### src/rtl/serialize_ctrl_fsm.sv
// rtl/serialize_ctrl_fsm.sv - commit-stage sequencer for FENCE, FENCE.I and serializing CSR ops
// Define SERIALIZE_PERF_EN to build the completed-sequence and busy-cycle perf counters.
module serialize_ctrl_fsm #(
   parameter int ADDR_W         = 64,
   parameter int TIMEOUT_CYCLES = 1024,
   parameter int PERF_W         = 32
) (
   input  logic              clk_i,
   input  logic              rstn_i,
   input  logic              req_valid_i,
   input  logic [1:0]        req_type_i,
   input  logic [ADDR_W-1:0] req_pc_i,
   output logic              req_ready_o,
   input  logic              gl_empty_i,
   input  logic              sb_empty_i,
   output logic              drain_mem_o,
   output logic              icache_inv_req_o,
   input  logic              icache_inv_ack_i,
   input  logic              xcpt_flush_i,
   output logic              stall_fetch_o,
   output logic              flush_o,
   output logic              redirect_valid_o,
   output logic [ADDR_W-1:0] redirect_pc_o,
   output logic              busy_o,
   output logic              timeout_o,
   output logic [PERF_W-1:0] perf_serial_cnt_o,
   output logic [PERF_W-1:0] perf_stall_cnt_o
);

   localparam int              WD_W         = $clog2(TIMEOUT_CYCLES + 1);
   localparam logic [WD_W-1:0] WD_LAST      = WD_W'(TIMEOUT_CYCLES - 1);
   localparam logic [WD_W-1:0] WD_SAT       = WD_W'(TIMEOUT_CYCLES);
   localparam logic [1:0]      TYPE_FENCE_I = 2'd1;
   localparam logic [1:0]      TYPE_CSR     = 2'd2;

   typedef enum logic [1:0] {
      S_IDLE,
      S_DRAIN,
      S_INVAL,
      S_FLUSH
   } state_e;

   state_e            state_q, state_d;
   logic [1:0]        type_q, type_d;
   logic [ADDR_W-1:0] pc_q, pc_d;
   logic [WD_W-1:0]   wd_q, wd_d;
   logic              xcpt_pend_q, xcpt_pend_d;
   logic              accept;
   logic              is_fence_i;
   logic              is_csr;
   logic              drain_done;

   assign is_fence_i    = (type_q == TYPE_FENCE_I);
   assign is_csr        = (type_q == TYPE_CSR);
   assign req_ready_o   = (state_q == S_IDLE) & ~xcpt_flush_i;
   assign accept        = req_valid_i & req_ready_o;
   assign drain_done    = gl_empty_i & (sb_empty_i | is_csr);
   assign busy_o        = (state_q != S_IDLE);
   assign redirect_pc_o = pc_q;

   always_comb begin
      state_d          = state_q;
      type_d           = type_q;
      pc_d             = pc_q;
      wd_d             = wd_q;
      xcpt_pend_d      = xcpt_pend_q;
      stall_fetch_o    = 1'b0;
      drain_mem_o      = 1'b0;
      icache_inv_req_o = 1'b0;
      flush_o          = 1'b0;
      redirect_valid_o = 1'b0;
      timeout_o        = 1'b0;
      unique case (state_q)
         S_IDLE: begin
            if (accept) begin
               state_d = S_DRAIN;
               type_d  = req_type_i;
               pc_d    = req_pc_i + ADDR_W'(4);
            end
         end
         S_DRAIN: begin
            stall_fetch_o = 1'b1;
            drain_mem_o   = ~is_csr;
            timeout_o     = (wd_q == WD_LAST);
            if (wd_q != WD_SAT) begin
               wd_d = wd_q + WD_W'(1);
            end
            if (xcpt_flush_i) begin
               state_d = S_IDLE;
            end else if (drain_done) begin
               state_d = is_fence_i ? S_INVAL : S_FLUSH;
            end
            if (xcpt_flush_i || drain_done) begin
               wd_d = '0;
            end
         end
         S_INVAL: begin
            // An exception seen mid-invalidate is remembered; the cache still needs its ack.
            stall_fetch_o    = 1'b1;
            icache_inv_req_o = 1'b1;
            if (icache_inv_ack_i) begin
               state_d     = (xcpt_pend_q | xcpt_flush_i) ? S_IDLE : S_FLUSH;
               xcpt_pend_d = 1'b0;
            end else if (xcpt_flush_i) begin
               xcpt_pend_d = 1'b1;
            end
         end
         S_FLUSH: begin
            stall_fetch_o    = 1'b1;
            flush_o          = ~xcpt_flush_i;
            redirect_valid_o = ~xcpt_flush_i;
            state_d          = S_IDLE;
         end
         default: begin
            state_d = S_IDLE;
         end
      endcase
   end

   always_ff @(posedge clk_i or negedge rstn_i) begin
      if (!rstn_i) begin
         state_q     <= S_IDLE;
         type_q      <= 2'd0;
         pc_q        <= '0;
         wd_q        <= '0;
         xcpt_pend_q <= 1'b0;
      end else begin
         state_q     <= state_d;
         type_q      <= type_d;
         pc_q        <= pc_d;
         wd_q        <= wd_d;
         xcpt_pend_q <= xcpt_pend_d;
      end
   end

`ifdef SERIALIZE_PERF_EN
   logic [PERF_W-1:0] perf_serial_q, perf_serial_d;
   logic [PERF_W-1:0] perf_stall_q, perf_stall_d;

   always_comb begin
      perf_serial_d = perf_serial_q + PERF_W'(flush_o);
      perf_stall_d  = perf_stall_q + PERF_W'(busy_o);
   end

   always_ff @(posedge clk_i or negedge rstn_i) begin
      if (!rstn_i) begin
         perf_serial_q <= '0;
         perf_stall_q  <= '0;
      end else begin
         perf_serial_q <= perf_serial_d;
         perf_stall_q  <= perf_stall_d;
      end
   end

   assign perf_serial_cnt_o = perf_serial_q;
   assign perf_stall_cnt_o  = perf_stall_q;
`else
   assign perf_serial_cnt_o = '0;
   assign perf_stall_cnt_o  = '0;
`endif

endmodule

### config.mk
export PLATFORM = sky130hd
export DESIGN_NAME = serialize_ctrl_fsm
export DESIGN_NICKNAME = d
export VERILOG_FILES = /design/src/rtl/serialize_ctrl_fsm.sv
export SDC_FILE = /design/constraint.sdc
export NUM_CORES = 1
export LEC_CHECK = 0
export CORE_UTILIZATION = 41
export DETAILED_ROUTE_END_ITERATION = 8
export PLACE_DENSITY = 0.82
export RECOVER_POWER = 25
export SYNTH_ARGS = -nofsm -noshare
export SYNTH_HDL_FRONTEND = slang
export SYNTH_SLANG_ARGS = --single-unit
### constraint.sdc
create_clock -name clk_i -period 2.6 [get_ports clk_i]
set_clock_uncertainty 0.2 [all_clocks]
set_input_delay 0.52 -clock clk_i [delete_from_list [all_inputs] [get_ports clk_i]]
set_output_delay 0.52 -clock clk_i [all_outputs]
set_load 0.02 [all_outputs]
==> metrics, run 1 <==
Crit path max-delay family=simple AND/OR/NAND/NOR gates; asr flop ratio synth=1.00; post-cts hold buffer count=0; Iter 0 DRT Violations=312; pwr/cell area=roughly 820 nW/µm²; I/O Buffers=144; number of filler cells placed in the layout=984; slowest CP cell=or4b_4; Routed WL=14700 µm; setup_tns=0 ns; RD Place Congestion=0.931; Worst setup SP type=input port; combinational family with the most area after synthesis=simple AND/OR/NAND/NOR gates; post-place setup slack=-0.632 ns; Post-DP HPWL=about 11000 µm; Worst Tran Pin Value=1.51 ns; Final nets=927; drt wl/cell=14.3 µm; Synth Area in Adders=0.00740; first-pass GRT wire length=22900 µm; Synth cell types=48; CP max stage delay=between 0.5 and 0.6 ns; total leakage power=0.00345 µW; initial antenna violation count=0; CTS tree=yes; Vias/cell=between 5 and 6; critical path arrival=about 2.6 ns; Final min period=between 2 and 3 ns; H-Tree Depth=3; largest net degree at the start of global routing=82; Setup WS post-layout=between 0.03 and 0.04 ns; commonest non-fill, non-tap cell in the layout=buf_4; layout cells sized above 1=0.215; outcome=complete, but fails checks; number of remaining DRC errors=0; Net Sw Frac=0.397; Chip Height=113 µm; failing checks=capacitance limit, slew limit; total number of vias=5183; Hold Vio Cnt, Final=0; Final Max Tran Viols=59; ANT cells=0; die width=approximately 110 µm; Worst Path Buf+Inv=1; post-placement cell area=around 7300 µm²; area delta synth->final=52.8%; GR Util All Layers=0.224; share of power burned in registers=0.329; P_int=3840 µW; Fin Hold WS=0.272 ns; Psw=2530 µW; final core utilization=0.643; Tcrit/Tclk final=0.988; Initial Utilization=0.421; CTS Buf Count=9; crit path max fanout=5; Root Driver=clkbuf_16; finished layout cell area=7750 µm²; xor/xnor share of the synthesized area=0.0742; Max Clk Rate=0.389 GHz; MaxCap Viol Count=1; clock power share=0.189; Simple-Gate Fraction of Synth Area=0.274; Comb power frac=0.482; Req. time, crit path=approximately 2.7 ns; Setup CP Type=in2reg; Bufs on Longest Clock Path=2; most frequent cells in the layout=116 x buf_4, 103 x clkdlybuf4s50_1, 82 x nand2_1; Hold Path Class=reg2reg; prevailing post-synth register cell=dfrtp_1; Synth Register Bits=80; YS warnings=0; portion of netlist area occupied by mux cells=0.00395; Cell Area, Synth=5070 µm²; crit end category=register; maximum VDD drop=between 0.0004 and 0.0005 V; core area=12100 µm²; critical-path cell list=clkdlybuf4s50_1 -> nand3_2 -> nor4_4 -> or4b_4 -> or4_4 -> a31oi_4; Synth Instances=600; remaining antenna violation count after routing=0; final setup fails=0; Worst-path clk slew=about 0.060 ns; vias in the first global route=roughly 4900; die area=12800 µm²; largest area contributor in the netlist=dfrtp_1; register area share after synthesis=0.395; Synth Area in Compound Gates=0.120; Overflow after GRT=0; Clk Latency, worst-skew pair=0.34 ns; number of synthesized flops with an enable pin=0; syn avg cell area=8.46 µm²; DRT Pass-1 Iters=5; Relative slew margins=-0.00875; Yosys top cell area share=0.395; clock tree sinks=80; Ports=about 210; Cell Rows=40; Synth area leaders=dfrtp_1 39%, buf_4 9.6%, nand2_1 6.1%
metrics by stage:
| step | instances | total power, µW |
|---|---|---|
| 2_1_floorplan | 663 | 3660 |
| 3_3_place_gp | 998 | 5130 |
| 3_5_place_dp | 998 | 5190 |
| 4_1_cts | 1020 | 6420 |
| 5_1_grt | 1024 | 6760 |
| 6_report | 1024 | 6380 |
worst reg2reg max path, stage by stage, from the launching register on:
cell     delay [ns]
dfrtp_1        0.41
inv_1          0.11
ha_1           0.15
nor4b_1        0.35
a41oi_1        0.33
nand4_1        0.21
xor2_1         0.17
nor2_1         0.06
metal layers:
layer	share of wire	vias to the layer above	GRT usage
met3	0.052	23	0.0375
met4	0.016	0	0.0737
met2	0.50	205	0.393
met5	0	-	0
met1	0.43	2445	0.280
li1	-	2510	-
final timing paths:
kind	start	end	slack (ns)	cells past startpoint
worst min-delay path	redirect_pc_o[0]	redirect_pc_o[0]	0.27	2
min in group asynchronous	rstn_i	redirect_pc_o[8]	0.35	1
worst min register to register	redirect_pc_o[0]	redirect_pc_o[0]	0.27	2
worst max register to register	wd_q[0]	wd_q[6]	0.46	7
worst max-delay path	req_pc_i[36]	redirect_pc_o[51]	0.03	6
max in group asynchronous	rstn_i	wd_q[9]	0.96	1
state kept, by name, summed over array words and instances (netlist names):
| register | flops |
|---|---|
| redirect_pc_o | 64 |
| wd_q | 11 |
| state_q | 2 |
| xcpt_pend_q | 1 |
| type_q | 2 |
final cells by class:
cell class | instances | area [µm²] | share of cell area
clock buffer | 9 | 225 | 0.0290
clock inverter | 7 | 55.1 | 0.00710
inverter | 15 | 56.3 | 0.00726
multi-input combinational | 481 | 2840 | 0.366
sequential | 80 | 2000 | 0.258
tap | 168 | 210 | 0.0271
timing repair buffer | 264 | 2370 | 0.306
kinds of logic (layout without fill, tap and decap cells):
family / after synthesis / after routing
mux: 2 / 2
compound gates: 101 / 101
fa+ha+maj: 3 / 3
simple gates: 268 / 268
buf+inv: 102 / 295
other cells: 1 / 64
xor+xnor: 43 / 43
flops: 80 / 80
repair_timing:
item | in CTS | in global routing
hold endpoints to repair | 0 | 0
gates resized for setup | 61 | 24
buffers inserted | 6 | 4
setup endpoints to repair | 29 | 22
pin swaps | 13 | 12
power groups by stage:
stage	clock network [µW]	logic [µW]	registers [µW]
after floorplan	0	1000	2650
after global placement	0	3030	2100
after detailed placement	0	3080	2110
after CTS	1230	3080	2100
after global routing	1290	3300	2170
final	1210	3070	2100
cells in the mapped netlist, types with 2 or more instances:
library cell / count
a21oi_1: 8
a31o_2: 6
a31oi_1: 21
and3_1: 12
and4_1: 4
buf_4: 65
clkbuf_1: 20
dfrtp_1: 80
ha_1: 3
inv_1: 15
mux2i_1: 2
nand2_1: 82
nand2b_1: 7
nand3_1: 23
nand4_1: 29
nor2_1: 43
nor2b_1: 3
nor3_1: 12
nor4_1: 17
o21a_1: 2
o21ai_0: 48
o31a_1: 4
o31ai_1: 7
or2_2: 4
or3_1: 9
or3_2: 2
or3b_2: 2
or4_1: 9
xnor2_1: 24
xor2_1: 19
Power figures use the tool's default switching activity.
==> run 2: changes to the inputs <==
CORE_UTILIZATION = 40   (was 41)
PLACE_DENSITY = 0.83   (was 0.82)
clock period = 2.3 ns   (was 2.6 ns; I/O delays follow)
==> metrics, run 2 (synthesized netlist as in run 1, its figures left out) <==
final setup fails=1 (+1); drt wl/cell=15.0 µm (+4.8%); Final nets=946 (+2.0%); share of power burned in registers=0.313 (-0.016); Worst setup SP type=input port; Setup WS post-layout=-0.0304 ns (-0.0613 ns); crit path max fanout=7 (+2); largest net degree at the start of global routing=48 (-41%); Iter 0 DRT Violations=305 (-2.2%); failing checks=setup timing; Routed WL=15700 µm (+6.9%); core area=12200 µm² (+1.2%); max reg flops=64 (unchanged); crit end category=register; Post-DP HPWL=11500 µm (+6.0%); Final min period=between 2 and 2.5 ns; Psw=2880 µW (+14%); Bufs on Longest Clock Path=2 (unchanged); total number of vias=5355 (+3.3%); clock tree sinks=80 (unchanged); CTS Buf Count=9 (unchanged); Setup CP Type=in2reg; pwr/cell area=953 nW/µm² (+16%); Ports=209 (unchanged); RD Place Congestion=0.890 (-4.4%); most frequent cells in the layout=134 x buf_4, 84 x clkdlybuf4s50_1, 81 x nand2_1; Finished Layout Cells=1045 (+2.1%); Cell Rows=40 (unchanged); I/O Buffers=144 (unchanged); Overflow after GRT=0 (unchanged); area delta synth->final=57.5%; critical path arrival=2.40 ns (-0.23 ns); Clk Latency, worst-skew pair=0.34 ns (about the same); vias in the first global route=5044 (+3.9%); Net Sw Frac=0.379 (-0.0188); remaining antenna violation count after routing=0 (unchanged); Max Clk Rate=0.429 GHz; DRT Pass-1 Iters=5 (unchanged); GR Util All Layers=0.238 (+0.0133); Worst Tran Pin Value=0.901 ns (-0.612 ns); total leakage power=0.00361 µW (+4.7%); Req. time, crit path=2.37 ns (-0.29 ns); P_int=4740 µW (+23%); Comb power frac=0.472 (-0.010); Tcrit/Tclk final=1.01; Hold Path Class=in2reg; Relative slew margins=0.400 (+0.408); MaxCap Viol Count=0 (-1); Hold Vio Cnt, Final=0 (unchanged); die area=13100 µm² (+2.5%); CTS tree=yes; commonest non-fill, non-tap cell in the layout=buf_4; Chip Height=115 µm (+1.2%); clock power share=0.215 (+0.026); Final Max Tran Viols=0 (-100%); Power Total=7620 µW (+19%); number of remaining DRC errors=0 (unchanged); maximum VDD drop=0.000474 V (-2.7%); Initial Utilization=0.415 (-0.00517); initial antenna violation count=1 (+1); setup_tns=-0.0304 ns (-0.0304 ns); Vias/cell=5.12 (+1.2%); H-Tree Depth=3 (unchanged); Worst-path clk slew=0.07 ns (about the same); RSZ-0062 raised after global routing=true; layout cells sized above 1=0.269 (+0.0536); first-pass GRT wire length=24500 µm (+7.3%); die width=115 µm (+1.2%); Root Driver=clkbuf_16; Cells after DPL=1009 (+1.1%); outcome=complete, but fails checks
## run 2: changes by cell type in the layout (fill, tap and decap cells not counted), sizes merged
cell / delta
bufinv: +3
dlygate4sd3: +2
clkinvlp: -1
clkbuf: +15
clkinv: -1
inv: -2
dlymetal6s2s: -1
buf: +27
clkdlybuf4s15: -5
diode: +2
dlygate4sd2: +1
clkdlybuf4s50: -19
## run 2: final timing paths
path                            slack (ns)        startpoint                end  cells past startpoint
worst min register to register        0.28  redirect_pc_o[0]   redirect_pc_o[0]                      2
worst min-delay path                  0.15       req_pc_i[2]   redirect_pc_o[2]                      2
max in group asynchronous             0.38            rstn_i            wd_q[0]                      3
worst max register to register        0.15           wd_q[0]            wd_q[3]                      7
min in group asynchronous             0.58            rstn_i   redirect_pc_o[7]                      2
worst max-delay path                 -0.03       req_pc_i[4]  redirect_pc_o[51]                      6
## run 2: per-layer routing
layer	track usage	vias to the layer above	part of all wire
li1	-	2546	-
met1	0.304	2568	0.41
met4	0.0623	0	0.015
met3	0.0492	26	0.060
met2	0.408	215	0.51
met5	0	-	0
## run 2: through the flow
step	hold WS, ns	instance area [µm²]	setup WS, ns	utilization
2_1_floorplan	-0.0356	5390	-0.323	-
3_3_place_gp	0.246	7420	-0.811	0.608
3_5_place_dp	0.245	7420	-0.874	0.608
4_1_cts	0.140	7870	-0.0927	0.644
5_1_grt	0.153	7990	-0.0563	0.654
6_report	0.152	7990	-0.0304	0.654
## run 2: area by class of cell
type                       count  area, µm²
tap                          168        210
clock buffer                  10        229
multi-input combinational    481       2910
timing repair buffer         283       2470
antenna                        2       5.00
sequential                    80       2000
clock inverter                 6        108
fill                         969       4220
inverter                      15       56.3
## run 2: repair_timing
action / in CTS / in global routing
resized for setup: 119 / 63
setup endpoints to repair: 43 / 33
hold buffers: 1 / 0
hold endpoints to repair: 33 / 0
cloned: 0 / 0
pin swaps: 23 / 23
buffers inserted: 10 / 7
## run 2: critical path, stage by stage
cell     delay, ns
buf_4         0.10
nand3_2       0.06
or4_4         0.54
or4b_4        0.56
or4_1         0.50
a31oi_1       0.17
## run 2: power groups by stage
stage / Clock [µW] / Combinational [µW] / Sequential (µW)
after CTS: 1670 / 3580 / 2390
after floorplan: 0 / 1140 / 3000
after global placement: 0 / 3530 / 2380
final: 1640 / 3600 / 2390
after detailed placement: 0 / 3590 / 2390
after global routing: 1730 / 3840 / 2460
==> run 3: changes to the inputs <==
CORE_UTILIZATION = 38   (was 40)
PLACE_DENSITY = 0.8   (was 0.83)
==> metrics, run 3 (synthesized netlist as in run 1, its figures left out) <==
crit end category=register; Iter 0 DRT Violations=283 (-7.2%); Hold Path Class=in2reg; post-placement cell area=7510 µm² (+1.2%); Power Total=7420 µW (-2.6%); total number of vias=5266 (-1.7%); slowest CP cell=or4_4; max reg flops=64 (unchanged); Cell Rows=41 (+2.5%); MaxCap Viol Count=0 (unchanged); crit path max fanout=7 (unchanged); critical-path cell list=buf_12 -> nand3_4 -> or4_4 -> or4b_4 -> or4_1 -> a31oi_1; core area=12800 µm² (+5.0%); RSZ-0062 raised after global routing=true; outcome=complete, but fails checks; Root Driver=clkbuf_16; Max Clk Rate=0.433 GHz (+0.86%); clock tree sinks=80 (unchanged); Setup WS post-layout=-0.0105 ns (+0.0199 ns); Worst setup SP type=input port; number of remaining DRC errors=0 (unchanged); ANT cells=0 (-2); critical path arrival=2.37 ns (-0.03 ns); Worst Tran Pin Value=0.782 ns (-0.118 ns); commonest non-fill, non-tap cell in the layout=buf_4; Crit path max-delay family=simple AND/OR/NAND/NOR gates; Vias/cell=5.00 (-2.4%); CTS tree=yes; Post-DP HPWL=11500 µm (+0.15%); RD Place Congestion=0.882 (-0.89%); failing checks=setup timing; Reg area=2000 µm² (unchanged); total leakage power=0.00363 µW (+0.42%); initial antenna violation count=0 (-1); Final nets=953 (+0.74%); area delta synth->final=59.0%; Hold Vio Cnt, Final=0 (unchanged); Ports=209 (unchanged); Req. time, crit path=2.36 ns (about the same); Final min period=2.31 ns (-0.0199 ns); vias in the first global route=4819 (-4.5%); final setup fails=2 (+1); Worst-path clk slew=0.06 ns (about the same); I/O Buffers=144 (unchanged); die area=13800 µm² (+5.2%); layout cells sized above 1=0.275 (+0.00612); Overflow after GRT=0 (unchanged); Finished Layout Cells=1053 (+0.77%); Cells after DPL=1021 (+1.2%); pwr/cell area=920 nW/µm² (-3.5%); Bufs on Longest Clock Path=2 (unchanged); maximum VDD drop=0.000431 V (-9.1%); drt wl/cell=14.8 µm (-1.6%); Routed WL=15600 µm (-0.85%); H-Tree Depth=3 (unchanged); GR Util All Layers=0.221 (-0.0170); largest net degree at the start of global routing=39 (-19%); Worst Path Buf+Inv=1 (unchanged); number of filler cells placed in the layout=1106 (+14%); Clk Latency, worst-skew pair=0.34 ns (about the same); Final Max Tran Viols=0 (unchanged); Chip Height=118 µm (+2.6%); Initial Utilization=0.396 (-0.0199); Tcrit/Tclk final=1.00 (-0.00867); DRT Pass-1 Iters=5 (unchanged); Fin Hold WS=0.133 ns (-0.0191 ns); die width=118 µm (+2.6%); finished layout cell area=8070 µm² (+0.97%); Relative slew margins=0.478 (+0.0788); remaining antenna violation count after routing=0 (unchanged); post-place setup slack=-0.858 ns (+0.0159 ns); Setup CP Type=in2reg; first-pass GRT wire length=24500 µm (about the same); CP max stage delay=0.56 ns (about the same); CTS Buf Count=9 (unchanged); multi-input combinational cell area=2940 µm² (+0.82%); most frequent cells in the layout=131 x buf_4, 86 x clkdlybuf4s50_1, 81 x nand2_1
run 3: cell count changes in the layout (fill, tap and decap cells not counted), moves of 2 or more:
cell,previous run,this run
dlygate4sd2_1,18,10
clkdlybuf4s15_1,1,8
buf_6,8,13
buf_12,3,6
buf_2,3,6
buf_4,134,131
bufinv_16,3,1
clkbuf_1,1,3
clkdlybuf4s50_1,84,86
diode_2,2,0
nand3_1,14,12
nor3_2,3,1
or4_1,6,8
or4_4,5,3
run 3: where the power goes:
part / internal, µW / total (µW) / switching, µW
Clock: 864 / 1440 / 572
Combinational: 1690 / 3620 / 1930
Sequential: 2010 / 2370 / 358
Total: 4560 / 7420 / 2870
run 3: final timing paths:
kind | start | endpoint | slack (ns) | depth (start not counted)
worst max-delay path | req_pc_i[2] | redirect_pc_o[51] | -0.01 | 6
worst min-delay path | req_pc_i[2] | redirect_pc_o[2] | 0.13 | 2
worst max register to register | wd_q[0] | wd_q[4] | 0.13 | 8
worst min register to register | redirect_pc_o[3] | redirect_pc_o[3] | 0.27 | 2
max in group asynchronous | rstn_i | redirect_pc_o[31] | 0.30 | 3
min in group asynchronous | rstn_i | redirect_pc_o[12] | 0.54 | 2
run 3: final cells by class:
class | count | share of cell area
sequential | 80 | 0.248
multi-input combinational | 481 | 0.364
clock inverter | 3 | 0.00527
tap | 172 | 0.0267
clock buffer | 12 | 0.0305
timing repair buffer | 290 | 0.318
inverter | 15 | 0.00698
run 3: repair_timing:
item | 4_1_cts | 5_1_grt
hold buffers | 1 | 0
hold endpoints to repair | 27 | 0
pin swaps | 29 | 25
setup buffers | 10 | 6
gates resized for setup | 134 | 71
setup endpoints to repair | 43 | 19
run 3: metal layers:
layer | up-vias | wire length, µm | GRT usage
met5 | - | 0 | 0
met4 | 0 | 205 | 0.0601
met3 | 19 | 756 | 0.0373
met2 | 178 | 7700 | 0.364
met1 | 2516 | 6920 | 0.298
li1 | 2553 | - | -
run 3: per-stage QoR:
stage               setup TNS (ns)   util
finish                     -0.0151  0.629
global route                -0.133  0.629
CTS                         -0.160  0.620
detailed placement          -29.79  0.586
global placement            -28.16  0.586
floorplan                    -2.67      -
